[src/rtl/alu_pkg.sv]
// Shared ALU opcode encodings, RV32I opcode/funct3 constants and operand-select types.
package alu_pkg;

    typedef enum logic [3:0] {
        ALU_AND  = 4'b0000,
        ALU_OR   = 4'b0001,
        ALU_ADD  = 4'b0010,
        ALU_SLL  = 4'b0100,
        ALU_SRL  = 4'b0101,
        ALU_SRA  = 4'b0111,
        ALU_XOR  = 4'b1000,
        ALU_SUB  = 4'b1010,
        ALU_GE   = 4'b1100,
        ALU_GEU  = 4'b1101,
        ALU_SLT  = 4'b1110,
        ALU_SLTU = 4'b1111
    } alu_op_e;

    typedef enum logic [1:0] {OPA_RS1, OPA_PC, OPA_ZERO} opa_sel_e;
    typedef enum logic       {OPB_RS2, OPB_IMM}          opb_sel_e;

    localparam logic [6:0] OPC_OP     = 7'b0110011;
    localparam logic [6:0] OPC_OP_IMM = 7'b0010011;
    localparam logic [6:0] OPC_LUI    = 7'b0110111;
    localparam logic [6:0] OPC_AUIPC  = 7'b0010111;
    localparam logic [6:0] OPC_BRANCH = 7'b1100011;
    localparam logic [6:0] OPC_JAL    = 7'b1101111;
    localparam logic [6:0] OPC_JALR   = 7'b1100111;

    localparam logic [2:0] F3_BEQ  = 3'b000;
    localparam logic [2:0] F3_BNE  = 3'b001;
    localparam logic [2:0] F3_BLT  = 3'b100;
    localparam logic [2:0] F3_BGE  = 3'b101;
    localparam logic [2:0] F3_BLTU = 3'b110;
    localparam logic [2:0] F3_BGEU = 3'b111;

    localparam logic [2:0] F3_ADD  = 3'b000;
    localparam logic [2:0] F3_SLL  = 3'b001;
    localparam logic [2:0] F3_SLT  = 3'b010;
    localparam logic [2:0] F3_SLTU = 3'b011;
    localparam logic [2:0] F3_XOR  = 3'b100;
    localparam logic [2:0] F3_SR   = 3'b101;
    localparam logic [2:0] F3_OR   = 3'b110;
    localparam logic [2:0] F3_AND  = 3'b111;

    // alt selects SUB for funct3=000 and SRA for funct3=101
    function automatic alu_op_e arith_op(input logic [2:0] funct3, input logic alt);
        case (funct3)
            F3_ADD:  arith_op = alt ? ALU_SUB : ALU_ADD;
            F3_SLL:  arith_op = ALU_SLL;
            F3_SLT:  arith_op = ALU_SLT;
            F3_SLTU: arith_op = ALU_SLTU;
            F3_XOR:  arith_op = ALU_XOR;
            F3_SR:   arith_op = alt ? ALU_SRA : ALU_SRL;
            F3_OR:   arith_op = ALU_OR;
            default: arith_op = ALU_AND;
        endcase
    endfunction

endpackage

[src/rtl/alu_op_decode.sv]
// Combinational decode of RV32I opcode fields into ALU opcode, operand selects and class flags.
module alu_op_decode
    import alu_pkg::*;
(
    input  logic [6:0] opcode,
    input  logic [2:0] funct3,
    input  logic       funct7b5,
    output alu_op_e    alu_op,
    output opa_sel_e   sel_a,
    output opb_sel_e   sel_b,
    output logic       is_branch,
    output logic       is_jump,
    output logic       is_jalr,
    output logic       illegal
);

    always_comb begin
        alu_op    = ALU_ADD;
        sel_a     = OPA_RS1;
        sel_b     = OPB_RS2;
        is_branch = 1'b0;
        is_jump   = 1'b0;
        is_jalr   = 1'b0;
        illegal   = 1'b0;
        case (opcode)
            OPC_OP: alu_op = arith_op(funct3, funct7b5);
            OPC_OP_IMM: begin
                sel_b  = OPB_IMM;
                // bit 30 is part of the immediate except for shifts-right
                alu_op = arith_op(funct3, (funct3 == F3_SR) && funct7b5);
            end
            OPC_LUI: begin
                sel_a = OPA_ZERO;
                sel_b = OPB_IMM;
            end
            OPC_AUIPC: begin
                sel_a = OPA_PC;
                sel_b = OPB_IMM;
            end
            OPC_BRANCH: begin
                is_branch = 1'b1;
                case (funct3)
                    F3_BEQ, F3_BNE: alu_op = ALU_SUB;
                    F3_BLT:         alu_op = ALU_SLT;
                    F3_BGE:         alu_op = ALU_GE;
                    F3_BLTU:        alu_op = ALU_SLTU;
                    F3_BGEU:        alu_op = ALU_GEU;
                    default: begin
                        is_branch = 1'b0;
                        illegal   = 1'b1;
                    end
                endcase
            end
            OPC_JAL: begin
                is_jump = 1'b1;
                sel_a   = OPA_PC;
                sel_b   = OPB_IMM;
            end
            OPC_JALR: begin
                sel_b = OPB_IMM;
                if (funct3 == 3'b000) begin
                    is_jump = 1'b1;
                    is_jalr = 1'b1;
                end else begin
                    illegal = 1'b1;
                end
            end
            default: illegal = 1'b1;
        endcase
    end

endmodule

[src/rtl/alu_exec_ctrl.sv]
// Execute-stage controller: drives the ALU, registers one writeback entry and resolves redirects.
module alu_exec_ctrl
    import alu_pkg::*;
#(
    parameter int XLEN  = 32,
    parameter int CNT_W = 32
) (
    input  logic             clk,
    input  logic             rst_n,
    input  logic             flush_i,
    input  logic             ex_valid_i,
    output logic             ex_ready_o,
    input  logic [6:0]       opcode_i,
    input  logic [2:0]       funct3_i,
    input  logic             funct7b5_i,
    input  logic [XLEN-1:0]  pc_i,
    input  logic [XLEN-1:0]  rs1_data_i,
    input  logic [XLEN-1:0]  rs2_data_i,
    input  logic [XLEN-1:0]  imm_i,
    input  logic [4:0]       rd_addr_i,
    output logic [3:0]       alu_op_o,
    output logic [XLEN-1:0]  alu_rs1_o,
    output logic [XLEN-1:0]  alu_rs2_o,
    input  logic [XLEN-1:0]  alu_rd_i,
    input  logic             alu_zr_i,
    output logic             wb_valid_o,
    input  logic             wb_ready_i,
    output logic             wb_we_o,
    output logic [4:0]       wb_rd_addr_o,
    output logic [XLEN-1:0]  wb_data_o,
    output logic             redirect_o,
    output logic [XLEN-1:0]  redirect_pc_o,
    output logic             illegal_o,
    output logic [CNT_W-1:0] retired_o
);

    typedef enum logic {EMPTY, FULL} state_e;

    state_e    state;
    alu_op_e   dec_op;
    opa_sel_e  sel_a;
    opb_sel_e  sel_b;
    logic      is_branch, is_jump, is_jalr, dec_illegal;
    logic      accept, drain, taken;
    logic [XLEN-1:0] link_pc, branch_pc, target;

    alu_op_decode u_dec (
        .opcode    (opcode_i),
        .funct3    (funct3_i),
        .funct7b5  (funct7b5_i),
        .alu_op    (dec_op),
        .sel_a     (sel_a),
        .sel_b     (sel_b),
        .is_branch (is_branch),
        .is_jump   (is_jump),
        .is_jalr   (is_jalr),
        .illegal   (dec_illegal)
    );

    assign ex_ready_o = !flush_i && ((state == EMPTY) || wb_ready_i);
    assign accept     = ex_valid_i && ex_ready_o;
    assign drain      = (state == FULL) && wb_ready_i;
    assign wb_valid_o = (state == FULL);
    assign alu_op_o   = dec_op;

    always_comb begin
        case (sel_a)
            OPA_PC:   alu_rs1_o = pc_i;
            OPA_ZERO: alu_rs1_o = '0;
            default:  alu_rs1_o = rs1_data_i;
        endcase
        alu_rs2_o = (sel_b == OPB_IMM) ? imm_i : rs2_data_i;
    end

    assign link_pc   = pc_i + XLEN'(4);
    assign branch_pc = pc_i + imm_i;
    assign taken     = is_jump || (is_branch && ((funct3_i == F3_BEQ) ? alu_zr_i : !alu_zr_i));

    always_comb begin
        if (is_jalr)      target = alu_rd_i & ~XLEN'(1);
        else if (is_jump) target = alu_rd_i;
        else              target = branch_pc;
    end

    always_ff @(posedge clk or negedge rst_n) begin
        if (!rst_n) begin
            state         <= EMPTY;
            wb_we_o       <= 1'b0;
            wb_rd_addr_o  <= '0;
            wb_data_o     <= '0;
            redirect_o    <= 1'b0;
            redirect_pc_o <= '0;
            illegal_o     <= 1'b0;
            retired_o     <= '0;
        end else if (flush_i) begin
            state      <= EMPTY;
            redirect_o <= 1'b0;
            illegal_o  <= 1'b0;
        end else begin
            redirect_o <= 1'b0;
            illegal_o  <= 1'b0;
            if (drain) retired_o <= retired_o + CNT_W'(1);
            if (accept) begin
                state         <= FULL;
                wb_we_o       <= !dec_illegal && !is_branch && (rd_addr_i != 5'd0);
                wb_rd_addr_o  <= rd_addr_i;
                wb_data_o     <= is_jump ? link_pc : ((dec_illegal || is_branch) ? '0 : alu_rd_i);
                redirect_o    <= taken && !dec_illegal;
                redirect_pc_o <= target;
                illegal_o     <= dec_illegal;
            end else if (drain) begin
                state <= EMPTY;
            end
        end
    end

endmodule

[config.mk]
export PLATFORM = sky130hd
export DESIGN_NAME = alu_exec_ctrl
export DESIGN_NICKNAME = d
export VERILOG_FILES = /design/src/rtl/alu_pkg.sv /design/src/rtl/alu_op_decode.sv /design/src/rtl/alu_exec_ctrl.sv
export SDC_FILE = /design/constraint.sdc
export NUM_CORES = 1
export LEC_CHECK = 0
export ABC_CLOCK_PERIOD_IN_PS = 5200
export CORE_ASPECT_RATIO = 0.5
export CORE_MARGIN = 3
export CORE_UTILIZATION = 40
export DETAILED_ROUTE_END_ITERATION = 6
export DONT_BUFFER_PORTS = 1
export PLACE_DENSITY = 0.52
export SLEW_MARGIN = 5
export SYNTH_ARGS = -nofsm -noshare
export SYNTH_HDL_FRONTEND = slang
export SYNTH_HIERARCHICAL = 1
export SYNTH_SLANG_ARGS = --single-unit
[constraint.sdc]
create_clock -name clk -period 5.2 [get_ports clk]
set_input_delay 1.04 -clock clk [delete_from_list [all_inputs] [get_ports clk]]
set_output_delay 1.04 -clock clk [all_outputs]
set_load 0.01 [all_outputs]
* After elaboration in Yosys (flattened, before gate mapping) *
Cells that the tools add are included.
W data, S select, Z words.

cells by class
  multiplexer cells = 32
  equality and inequality tests = 16
  bitwise logic cells = 2
  add/subtract/negate cells = 3
  reductions and logical operators = 25

operators with widths
  cell                     number
  $mux W32                 5
  $pmux W32 S2             1
  $pmux W4 S7              2
  $add A32 B1 Y32 const B  1
  $add A32 B3 Y32 const B  1
  $add A32 B32 Y32         1
  $eq A7 B7 Y1 const B     3
  $pmux W4 S5              1
  $mux W1                  15
  $eq A7 B5 Y1 const B     2
  $eq A7 B6 Y1 const B     2
  $eq A3 B3 Y1 const B     4
  $pmux W4 S3              1
  $reduce_or A5 Y1         2
  $logic_and A1 B1 Y1      8
  $mux W4                  2
  $eq A3 B2 Y1 const B     2
  $reduce_or A6 Y1         1
  $reduce_bool A5 Y1       1
  $logic_not A1 Y1         4
  $mux W2                  2
  $pmux W2 S2              1
  $reduce_and A2 Y1        2
  $reduce_or A2 Y1         2
  other kinds (9)          12

word-level totals
  bits in registers = 105
  input bits = 182

* Logic depth before layout (Yosys ltp) *
  depth in word-level cells = 9
  depth in mapped cells = 11

* Hierarchy *
Netlist, hierarchy kept.

by module, submodules not included
  module         instances  area an instance (sq um)  cells each
  alu_exec_ctrl  1          7414.6                    866
  alu_op_decode  1          320.3                     48

* Worst setup path before layout *
Ideal clock, no wire load.

  path type = input -> output
  from = input port opcode_i[6]
  to = output port alu_rs1_o[0]
  stages on the path = 9
  arrival time = 2.886 ns
  buffers on the path = 3
  slack = 1.274 ns
  cells stage by stage = or3b_1 -> buf_6 -> o22a_1 -> nor2_1 -> ha_1 -> clkbuf_1 -> nor2b_1 -> clkbuf_1 -> a22o_1

on the way
  longest elaborated chain between the ends = 5
  elaborated cells on any way between the ends = 8

ends and longest elaborated chain
  element                                       RTL line             source
  from (decl)                                   alu_exec_ctrl.sv:13  input logic [6:0] opcode_i,
  $eq A7 B5 Y1 or $eq A7 B7 Y1 (tied branches)  alu_op_decode.sv:25  case (opcode)
  $reduce_or A2 Y1 (no line)                    n/a
  $pmux W2 S2 *                                 alu_op_decode.sv:25
  via sel_a[0]                                  alu_exec_ctrl.sv:41  opa_sel_e sel_a;
  $eq A2 B2 Y1 or $eq A2 B1 Y1 (tied branches)  alu_exec_ctrl.sv:67  case (sel_a)
  $pmux W32 S2 *                                alu_exec_ctrl.sv:67
  to (decl)                                     alu_exec_ctrl.sv:22  output logic [XLEN-1:0] alu_rs1_o,

The timed path passes the listed nets; every way through them passes the cells marked *.

* Final worst setup path *
  from = input port opcode_i[6]
  to = output port alu_rs1_o[1]

The elaborated chain is that of the path after synthesis.

==> metrics.json <==
{
  "worst_setup_path": {
    "timing.critical_path.to_type": "primary output",
    "cp_slowest_stage_delay_ns": 0.59,
    "critical_path.max_fanout": 18,
    "worst-r2r-cell-count": 7,
    "worst_r2r_startpoint": "wb_valid_o",
    "cpMaxStageDelayCell": "sky130_fd_sc_hd__nor2b_2",
    "worstSetupStartpoint": "opcode_i[6]",
    "r2r_setup_slack_ns": 2.77,
    "worstSetupPathType": "input port to primary output",
    "cp.required_ns": 4.16,
    "worstPathArrival_ns": 3.35,
    "kind_of_launch_point_of_the_worst_setup_path": "input port",
    "cp_cell_sequence": "or3b_1, o22a_1, nor2_1, ha_1, nor2b_2, buf_4, a22o_1"
  },
  "timing": {
    "setup_viol": 0,
    "min_period_over_period": 0.844,
    "maxSlewViolCount": 0,
    "rsz_0062_raised_after_global_routing": "false",
    "hold_violations": 0,
    "fin_skew_ns": 0.00834,
    "timing.fmax_ghz": 0.228,
    "timing.slew.headroom": 0.374,
    "post-route-min-period_ns": 4.39,
    "pin_slew_with_the_least_headroom_to_its_limit_ns": 0.938,
    "setup_tns_ns": 0
  },
  "yosys": {
    "synthAdderAreaFrac": 0.0576,
    "synth-compound-area-share": 0.215,
    "avgSynthCellArea_um2": 8.46,
    "synth_sequential_area_ratio": 0.340,
    "largest_family_of_logic_cells_by_synthesized_area": "compound AO/OA/AOI/OAI gates",
    "netlist_area_um2": 7730,
    "multiplexer_area_fraction_after_synthesis": 0.0506,
    "synth_simple_gate_area_share": 0.201,
    "synth-edff-count": 0,
    "synth.distinct_cells": 61,
    "netlist_instances": 914,
    "synth_xor_xnor_area_share": 0.0996,
    "ys_ff_latch": 105,
    "synth_async_sr_flop_share": 1.00,
    "post_synthesis_cell_type_with_the_largest_combined_area": "sky130_fd_sc_hd__dfrtp_1",
    "yosysWarnings": 6,
    "ys_dominant_reg_cell": "sky130_fd_sc_hd__dfrtp_1",
    "synthesis.nets": 1131,
    "synth.top_cell.area_share": 0.340,
    "synth.area.top_cells": "sky130_fd_sc_hd__dfrtp_1 (34%), sky130_fd_sc_hd__xnor2_1 (7.5%), sky130_fd_sc_hd__ha_1 (5.5%)"
  },
  "floorplan": {
    "io_pins": 356,
    "initial_core_util": 0.414,
    "fp.dieArea_um2": 21100,
    "die_y_um": 104,
    "die_width_um": 203,
    "fp-row-count": 35,
    "core-area_um2": 18700
  },
  "global_routing": {
    "grt_max_degree": 106,
    "grt_antenna_before_repair": 0,
    "gr-usage-all-layers": 0.251,
    "number_of_global_route_vias_before_repair": 6669,
    "global_route.overflow_total": 0,
    "grt_pass1_wl_um": 41700
  },
  "detailed_routing": {
    "routed.top_layer": "met4",
    "drcViolationCount": 0,
    "postRouteWirelength_um": 27300,
    "routed-wl-met2_um": 12100,
    "routed-wl-met3_um": 2360,
    "drt_pass1_iterations": 5,
    "routed_via_density": 6.09,
    "routed_wire_length_per_instance_um": 23.9,
    "m1WireLength_um": 12700,
    "detailedRoute.firstIterationViolations": 468,
    "vias": 6951,
    "ant_nets": 0
  },
  "place": {
    "routabilityCongestion": 0.890,
    "dp_cells": 1125,
    "buffer_ports.inserted": 0,
    "placed_wire_length_estimate_um": 20600,
    "place_area_um2": 7940
  },
  "clock_network": {
    "deepest_clock_path_buffer_count": 2,
    "postCtsHoldBufs": 0,
    "cts.sink_count": 105,
    "clk_pin_slew_worst_paths_ns": 0.08,
    "clock_root_cell": "sky130_fd_sc_hd__clkbuf_16",
    "number_of_buffers_created_by_cts": 9,
    "number_of_instances_resized_during_post_cts_repair": 0,
    "ctsHtreeMaxLevel": 3,
    "clock_insertion_delay_worst_skew_ns": 0.36,
    "cts_tree": "yes",
    "cts_setup_buffers": 0
  },
  "finish": {
    "final-instance-count-excl-fill": 1141,
    "post-route-cell-area_um2": 8230,
    "drive_above_1_share": 0.0805,
    "n_antenna_cell": 0,
    "synth_to_final_area_change_pct": 6.34,
    "layout.nets": 1094
  },
  "pwr": {
    "peakVddDrop_mv": 0.149,
    "power_per_cell_area_nw_per_um2": 275,
    "cellLeakagePower_nw": 3.48
  },
  "run_status": {
    "run_status": "complete, no violations"
  },
  "hold_path": {
    "worstHoldPathType": "input port to asynchronous set/reset pin"
  },
  "job": {
    "max-cap-violations": 0
  }
}
-- cells by family after synthesis --
group	count (synthesis)
and+or+nand+nor	335
AOI/OAI and AO/OA	245
DFF	105
xor gates and xnor gates	88
buffers and inverters	71
muxes	35
adders and majority gates	35
-- sequential cells by signal, summed over array words and instances (netlist names) --
name           cells
wb_data_o         32
illegal_o          1
wb_valid_o         1
redirect_pc_o     32
retired_o         32
redirect_o         1
wb_we_o            1
wb_rd_addr_o       5
-- placed cells by master (no fill, tap or decap), types with 9 or more instances in the layout --
cell                        count
sky130_fd_sc_hd__a21oi_1       75
sky130_fd_sc_hd__and3_1        28
sky130_fd_sc_hd__xnor2_1       66
sky130_fd_sc_hd__nand4_1       11
sky130_fd_sc_hd__a22o_1        33
sky130_fd_sc_hd__nor3_1        11
sky130_fd_sc_hd__xor2_1        22
sky130_fd_sc_hd__a221oi_1      28
sky130_fd_sc_hd__ha_1          34
sky130_fd_sc_hd__dfrtp_1      105
sky130_fd_sc_hd__mux2_2        33
sky130_fd_sc_hd__nor2_1       109
sky130_fd_sc_hd__clkbuf_16      9
sky130_fd_sc_hd__nand3_1       35
sky130_fd_sc_hd__o21ai_0       42
sky130_fd_sc_hd__a21o_1        12
sky130_fd_sc_hd__nand2_1       97
sky130_fd_sc_hd__inv_1         15
sky130_fd_sc_hd__and2_1         9
-- stage by stage --
stage / utilization / setup WS [ns] / power [mW] / hold slack, ns
6_report: 0.440 / 0.813 / 2.27 / 0.365
5_1_grt: 0.440 / 0.683 / 2.39 / 0.342
4_1_cts: 0.440 / 0.846 / 2.29 / 0.353
3_5_place_dp: 0.425 / 0.848 / 1.59 / 0.534
3_3_place_gp: 0.425 / 0.900 / 1.58 / 0.526
2_1_floorplan: - / 1.27 / 1.45 / 0.504
-- cell usage after synthesis (3+ instances only) --
cell type and count:
sky130_fd_sc_hd__o21bai_1 6, sky130_fd_sc_hd__clkbuf_1 51, sky130_fd_sc_hd__a31oi_1 4, sky130_fd_sc_hd__o21ai_1 3, sky130_fd_sc_hd__o21a_1 3, sky130_fd_sc_hd__a21oi_1 75
sky130_fd_sc_hd__and2_1 10, sky130_fd_sc_hd__buf_1 3, sky130_fd_sc_hd__a21o_1 12, sky130_fd_sc_hd__nand2b_1 5, sky130_fd_sc_hd__o21ai_0 42, sky130_fd_sc_hd__ha_1 34
sky130_fd_sc_hd__o22ai_1 6, sky130_fd_sc_hd__xnor2_1 66, sky130_fd_sc_hd__a221oi_1 29, sky130_fd_sc_hd__dfrtp_1 105, sky130_fd_sc_hd__o31ai_1 5, sky130_fd_sc_hd__nand2_1 98
sky130_fd_sc_hd__a211oi_1 4, sky130_fd_sc_hd__and3_1 28, sky130_fd_sc_hd__mux2_2 33, sky130_fd_sc_hd__nand3_1 35, sky130_fd_sc_hd__and4_1 6, sky130_fd_sc_hd__nand3b_1 3
sky130_fd_sc_hd__nor3_1 13, sky130_fd_sc_hd__inv_1 15, sky130_fd_sc_hd__o2111ai_1 4, sky130_fd_sc_hd__nand4_1 11, sky130_fd_sc_hd__a22o_1 33, sky130_fd_sc_hd__xor2_1 22
sky130_fd_sc_hd__nor2b_1 5, sky130_fd_sc_hd__nor2_1 109
-- worst paths after layout --
kind / endpoint
max in group asynchronous: redirect_pc_o[21]
min in group clk: retired_o[31]
worst min-delay path: retired_o[13]
worst max register to register: redirect_pc_o[30]
worst max-delay path: alu_rs1_o[1]
worst min register to register: retired_o[31]
-- per-layer routing --
layer | global-route usage | vias to the layer above
met5 | 0 | -
met4 | 0.0351 | 0
met3 | 0.0753 | 10
met2 | 0.385 | 273
met1 | 0.359 | 3442
li1 | - | 3226
-- area by class of cell --
type / count / area (µm²)
fillers: 1927 / 10500
multi-input cells: 738 / 4870
flip-flops and latches: 105 / 2630
well taps: 259 / 324
clock buffers: 10 / 229
repair buffers: 8 / 60.1
clock inverters: 6 / 57.6
inverters: 15 / 56.3
-- report_power, final --
part	total, mW	switching, mW	internal [mW]	leakage, nW
registers	1.08	0.158	0.924	1.32
clock network	0.691	0.353	0.338	0.141
logic	0.493	0.282	0.210	2.02
total	2.27	0.793	1.47	3.48
-- worst max-delay path, delay by kind of cell --
family	cells	cell delay (ns)
simple gates	3	1.22
fa+ha+maj	1	0.26
compound gates	2	0.47
buf+inv	1	0.36
Note: power is estimated with default switching activity, not from simulation.
